==> src/rtl/sprite_pkg.sv <==
// rtl/sprite_pkg.sv - shared sprite ROM geometry, widths and typedefs
package sprite_pkg;
    localparam int SPRITE_W  = 20;
    localparam int SPRITE_H  = 20;
    localparam int ROM_DEPTH = SPRITE_W * SPRITE_H;
    localparam int ADDR_W    = 9;
    localparam int DATA_W    = 4;

    localparam logic [DATA_W-1:0] TRANSPARENT_IDX = 4'h0;

    typedef logic [ADDR_W-1:0] rom_addr_t;
    typedef logic [DATA_W-1:0] pal_idx_t;
endpackage

==> src/rtl/rr_arbiter.sv <==
// rtl/rr_arbiter.sv - combinational round-robin pick starting at ptr
module rr_arbiter #(
    parameter int N = 4
) (
    input  logic [N-1:0]         req,
    input  logic [$clog2(N)-1:0] ptr,
    output logic [N-1:0]         gnt,
    output logic [$clog2(N)-1:0] grant_idx
);
    always_comb begin
        logic found;
        int   j;
        gnt       = '0;
        grant_idx = '0;
        found     = 1'b0;
        for (int i = 0; i < N; i++) begin
            j = int'(ptr) + i;
            if (j >= N) begin
                j = j - N;
            end
            if (!found && req[j]) begin
                found     = 1'b1;
                gnt[j]    = 1'b1;
                grant_idx = $clog2(N)'(j);
            end
        end
    end
endmodule

==> src/rtl/sprite_rom_arbiter.sv <==
// rtl/sprite_rom_arbiter.sv - round-robin time-sharing of one sprite block ROM
module sprite_rom_arbiter #(
    parameter int NUM_REQ   = 4,
    parameter int ADDR_W    = 9,
    parameter int DATA_W    = 4,
    parameter int ROM_DEPTH = 400
) (
    input  logic                         vga_clk,
    input  logic                         reset_n,
    input  logic [NUM_REQ-1:0]           req,
    input  logic [NUM_REQ*ADDR_W-1:0]    req_addr,
    output logic [NUM_REQ-1:0]           gnt,
    output logic [ADDR_W-1:0]            rom_addr,
    input  logic [DATA_W-1:0]            rom_q,
    output logic                         rsp_valid,
    output logic [$clog2(NUM_REQ)-1:0]   rsp_id,
    output logic [DATA_W-1:0]            rsp_data,
    output logic                         rsp_err
);
    import sprite_pkg::*;

    localparam int IDW = $clog2(NUM_REQ);

    logic [IDW-1:0]     r_ptr;
    logic [NUM_REQ-1:0] w_gnt;
    logic [IDW-1:0]     w_idx;
    logic [ADDR_W-1:0]  w_sel_addr;
    logic               w_accept;
    logic               w_oor;

    logic               r_s1_valid;
    logic [ADDR_W-1:0]  r_rom_addr;
    logic [IDW-1:0]     r_s1_id;
    logic               r_s1_err;

    logic               r_rsp_valid;
    logic [IDW-1:0]     r_rsp_id;
    logic [DATA_W-1:0]  r_rsp_data;
    logic               r_rsp_err;

    rr_arbiter #(.N(NUM_REQ)) u_rr (
        .req       (req),
        .ptr       (r_ptr),
        .gnt       (w_gnt),
        .grant_idx (w_idx)
    );

    // Grants are suppressed during reset so nothing is accepted into a clearing pipe.
    assign gnt        = reset_n ? w_gnt : '0;
    assign w_accept   = |gnt;
    assign w_sel_addr = req_addr[w_idx*ADDR_W +: ADDR_W];
    assign w_oor      = 32'(w_sel_addr) >= 32'(ROM_DEPTH);

    always_ff @(posedge vga_clk) begin
        if (!reset_n) begin
            r_ptr      <= '0;
            r_s1_valid <= 1'b0;
            r_rom_addr <= '0;
            r_s1_id    <= '0;
            r_s1_err   <= 1'b0;
        end else begin
            r_s1_valid <= w_accept;
            if (w_accept) begin
                r_ptr      <= (w_idx == IDW'(NUM_REQ - 1)) ? '0 : w_idx + 1'b1;
                r_rom_addr <= w_oor ? '0 : w_sel_addr;
                r_s1_id    <= w_idx;
                r_s1_err   <= w_oor;
            end
        end
    end

    // rom_q is the word for r_rom_addr, read by the ROM on the falling edge.
    always_ff @(posedge vga_clk) begin
        if (!reset_n) begin
            r_rsp_valid <= 1'b0;
            r_rsp_id    <= '0;
            r_rsp_data  <= '0;
            r_rsp_err   <= 1'b0;
        end else begin
            r_rsp_valid <= r_s1_valid;
            r_rsp_id    <= r_s1_id;
            r_rsp_err   <= r_s1_valid && r_s1_err;
            r_rsp_data  <= (r_s1_valid && !r_s1_err) ? rom_q : DATA_W'(TRANSPARENT_IDX);
        end
    end

    assign rom_addr  = r_rom_addr;
    assign rsp_valid = r_rsp_valid;
    assign rsp_id    = r_rsp_id;
    assign rsp_data  = r_rsp_data;
    assign rsp_err   = r_rsp_err;
endmodule

==> config.mk <==
export PLATFORM = sky130hd
export DESIGN_NAME = sprite_rom_arbiter
export DESIGN_NICKNAME = d
export VERILOG_FILES = /design/src/rtl/sprite_pkg.sv /design/src/rtl/rr_arbiter.sv /design/src/rtl/sprite_rom_arbiter.sv
export SDC_FILE = /design/constraint.sdc
export NUM_CORES = 1
export LEC_CHECK = 0
export CAP_MARGIN = 0
export CORE_UTILIZATION = 45
export DETAILED_ROUTE_END_ITERATION = 8
export PLACE_DENSITY = 0.94
export SLEW_MARGIN = 20
export SYNTH_ARGS = -nofsm -noshare
export SYNTH_HDL_FRONTEND = slang
export SYNTH_HIERARCHICAL = 1
export SYNTH_SLANG_ARGS = --single-unit
==> constraint.sdc <==
create_clock -name vga_clk -period 8.8 [get_ports vga_clk]
set_input_delay 0.88 -clock vga_clk [delete_from_list [all_inputs] [get_ports vga_clk]]
set_output_delay 0.88 -clock vga_clk [all_outputs]
set_load 0.03 [all_outputs]
==> results.md <==
| Step | Result | Value |
|---|---|---|
| synth | Syn. warnings | 6 |
| clock network | Number of clock buffers inserted by TritonCTS | 3 |
| place | # port buffers | 66 |
| finish | Commonest non-fill, non-tap cells in the layout | sky130_fd_sc_hd__clkdlybuf4s50_1 (66), sky130_fd_sc_hd__dfxtp_1 (23), sky130_fd_sc_hd__nand2_1 (19), sky130_fd_sc_hd__and2_1 (12), sky130_fd_sc_hd__o2bb2ai_1 (11) |
| finish | Count of inserted antenna diode cells | 0 |
| synth | Portion of synthesized cell area occupied by the leading cell type | 0.305 |
| pwr | Worst ir drop on vdd | 189 uV |
| pwr | Overall power | 736 uW |
| clock network | TritonCTS clock tree | built |
| clock network | Clock Tree Root | sky130_fd_sc_hd__clkbuf_4 |
| clock network | Clk slew on worst S/H paths | 0.12 ns |
| global route | Number of global-route vias before repair | 1,274 |
| worst hold path | Hold crit path type | flip-flop to flip-flop |
| worst setup path | Crit path required time | 7.92 ns |
| clock network | Worst skew pair latency | 0.30 ns |
| global route | Global-route wire length before repair | 6.02 mm |
| worst setup path | Worst Setup Start Kind | flip-flop |
| clock network | Maximum count of clock buffers along a single path | 2 |
| status | Outcome | finished clean |
| pwr | Leak Pwr | 0.000864 uW |
| floorplan | Overall die area | 3590 um2 |
| global route | Total grt overflow | 0 |
| worst setup path | Worst Setup End Kind | output pin |
| sta | Count of final max-slew check failures | 0 |
| global route | Global-route usage over all layers | 0.223 |
| global route | Maximum number of pins on one net before global-route repair | 15 |
| routing | WL final | 4.00 mm |
| clock network | Number of gates resized after CTS | 0 |
| finish | Most common library cell in the layout ignoring fill and taps | sky130_fd_sc_hd__clkdlybuf4s50_1 |
| finish | Area growth from synthesis to layout | 47.1% |
| sta | Shortest period the worst path allows | 4.63 ns |
| finish | Fin util | 0.711 |
| synth | Number of standard cells after synthesis | 136 |
| flow run | Maximum capacitance violations | 0 |
| worst setup path | Data arrival time of the critical path | 3.75 ns |
| clock network | Post-CTS Setup Repair Bufs | 0 |
| finish | Register Area | 460 um2 |
| sta | Peak clock frequency supported by timing | 216 MHz |
| clock network | Number of clock sinks | 23 |
| routing | Post-detailed-route via-to-cell ratio | 5.57 |
| synth | Top cells by area in the synthesized netlist | sky130_fd_sc_hd__dfxtp_1 (30%), sky130_fd_sc_hd__mux4_1 (12%), sky130_fd_sc_hd__mux4_2 (8.9%) |
| place | Estimated wirelength of the detail-placed design | 3.20 mm |
| finish | Area of the multi-input gates | 1010 um2 |
| synth | Mapped Nets | 191 |
| routing | Via count of the routed design | 1,354 |
| sta | Worst setup slack after layout | 4.17 ns |
| synth | Library cell occupying the most area in the post-synthesis netlist | sky130_fd_sc_hd__dfxtp_1 |
| sta | Setup repair after global routing missed its margin | no |
| floorplan | Number of standard-cell rows in the floorplan | 20 |
| worst setup path | Critical Setup Path Class | flip-flop to output pin |
| synth | Total standard cell area after synthesis | 1510 um2 |
| routing | DRC violations left | 0 |
| sta | Count of endpoints failing setup in the final report | 0 |
| clock network | Number of buffers inserted by hold repair at cts | 0 |
| sta | Final worst clock skew | 0.00294 ns |
| sta | Slew margin rel. | 0.335 |
| floorplan | Die width | 60.0 um |
| finish | Layout net count | 255 |
| finish | Fraction of layout cells with a size suffix above 1 | 0.0955 |
| sta | Total negative slack for setup checks | 0 ns |
| pwr | PD cells | 331 nW/um2 |
| global route | Antenna violations before repair | 0 |
| place | Routability cong. | 0.819 |
| routing | Post-detailed-route count of antenna-violating nets | 0 |
| synth | Post-Synthesis Mean Instance Area | 11.1 um2 |
| worst setup path | Critical path fanouts, max | 14 |
| floorplan | Vert. Die Dim | 60.0 um |
| synth | Number of distinct library cell variants in the gate-level netlist after synthesis | 36 |
| synth | Sequential element share of the synthesized area | 0.305 |
| place | Worst setup slack before clock tree synthesis | 4.33 ns |
| floorplan | Starting Density | 0.483 |
| sta | Total count of hold-check failures in the final report | 0 |
| floorplan | Count of boundary I/O pins | 67 |
| routing | Drt initial violations | 45 |
| finish | Filler cells | 226 |
| sta | Transition at the pin with the smallest max-transition slack | 0.998 ns |
| synth | Register bit total from synthesis | 23 |
| routing | WL per Instance | 16.5 um |
| routing | Drt first pass iters | 4 |
| clock network | CTS H-Tree Depth | 1 |
| floorplan | Core area | 3130 um2 |
| sta | Final cycle utilization of the critical path | 0.526 |
==> critical path: stages (launching register included) <==
cell	delay (ns)
sky130_fd_sc_hd__dfxtp_1	0.76
sky130_fd_sc_hd__inv_1	0.25
sky130_fd_sc_hd__ha_1	0.49
sky130_fd_sc_hd__mux4_2	0.48
sky130_fd_sc_hd__nor2b_4	0.26
sky130_fd_sc_hd__a221oi_1	0.14
sky130_fd_sc_hd__o2bb2ai_1	0.24
sky130_fd_sc_hd__and2_1	0.17
sky130_fd_sc_hd__clkdlybuf4s50_1	0.67
==> synth_stat cells <==
| cell | count |
|---|---|
| sky130_fd_sc_hd__or3_2 | 1 |
| sky130_fd_sc_hd__nand2_1 | 19 |
| sky130_fd_sc_hd__nor2b_4 | 1 |
| sky130_fd_sc_hd__a211oi_1 | 1 |
| sky130_fd_sc_hd__dfxtp_1 | 23 |
| sky130_fd_sc_hd__mux2i_1 | 1 |
| sky130_fd_sc_hd__o41ai_2 | 1 |
| sky130_fd_sc_hd__clkbuf_1 | 3 |
| sky130_fd_sc_hd__and3_1 | 2 |
| sky130_fd_sc_hd__nand3b_1 | 2 |
| sky130_fd_sc_hd__o311a_4 | 1 |
| sky130_fd_sc_hd__mux4_2 | 6 |
| sky130_fd_sc_hd__nor3_4 | 1 |
| sky130_fd_sc_hd__nor2_1 | 3 |
| sky130_fd_sc_hd__buf_2 | 1 |
| sky130_fd_sc_hd__a21boi_0 | 1 |
| sky130_fd_sc_hd__mux4_1 | 7 |
| sky130_fd_sc_hd__a21oi_1 | 1 |
| sky130_fd_sc_hd__a22o_1 | 2 |
| sky130_fd_sc_hd__ha_1 | 9 |
| sky130_fd_sc_hd__buf_6 | 2 |
| sky130_fd_sc_hd__nand3_1 | 3 |
| sky130_fd_sc_hd__clkbuf_2 | 1 |
| sky130_fd_sc_hd__and2_1 | 12 |
| sky130_fd_sc_hd__mux2_2 | 1 |
| sky130_fd_sc_hd__nor3_1 | 1 |
| sky130_fd_sc_hd__o21ai_1 | 1 |
| sky130_fd_sc_hd__inv_1 | 4 |
| sky130_fd_sc_hd__a221oi_2 | 1 |
| sky130_fd_sc_hd__nand2b_4 | 1 |
| sky130_fd_sc_hd__a21o_1 | 1 |
| sky130_fd_sc_hd__a22o_2 | 1 |
| sky130_fd_sc_hd__nor2b_1 | 5 |
| sky130_fd_sc_hd__a221oi_1 | 4 |
| sky130_fd_sc_hd__o31ai_1 | 1 |
| sky130_fd_sc_hd__o2bb2ai_1 | 11 |
==> metrics by stage <==
step	instances	instance area [um2]	hold WS, ns
3_5_place_dp	239	2190	0.450
4_1_cts	243	2210	0.478
2_1_floorplan	136	1510	0.428
5_1_grt	243	2220	0.494
6_report	243	2220	0.482
3_3_place_gp	239	2190	0.441
==> layout make-up <==
cell class,instances,area share
multi-input combinational,102,0.452
inverter,4,0.00675
timing repair buffer,66,0.297
sequential,23,0.207
clock buffer,4,0.0118
tap,44,0.0248
==> registers in the layout, indices dropped and copies added, names as in the netlist <==
name and count:
r_s1_err 1, rsp_data 4, r_ptr 2, r_s1_id 2, rom_addr 9, rsp_valid 1, rsp_id 2, r_s1_valid 1
rsp_err 1
==> final timing paths <==
kind / start / to / slack, ns / cells past startpoint
setup / recovery: r_ptr[0] / gnt[0] / 4.17 / 8
hold / removal: r_s1_id[1] / rsp_id[1] / 0.48 / 1
setup reg to reg: r_ptr[0] / r_s1_err / 4.52 / 9
hold reg to reg: r_s1_id[1] / rsp_id[1] / 0.48 / 1
==> power by group <==
group,switching [uW],internal [uW],leakage (uW)
Combinational,278,241,0.000659
Sequential,31.1,139,0.000190
Clock,29.0,17.6,0.0000150
Total,338,398,0.000864
==> cells by family after synthesis <==
logic type	synth area share
buffers and inverters	0.0389
and+or+nand+nor	0.190
muxes	0.225
AOI/OAI and AO/OA	0.166
adders and majority gates	0.0745
DFF	0.305
==> metal layers <==
metal,wire (um),track usage,vias to the layer above
met5,0,0,-
met4,76,0.0598,0
met3,183,0.0260,10
met2,2070,0.376,65
met1,1670,0.300,631
li1,-,-,648
Note: power is estimated with default switching activity, not from simulation.
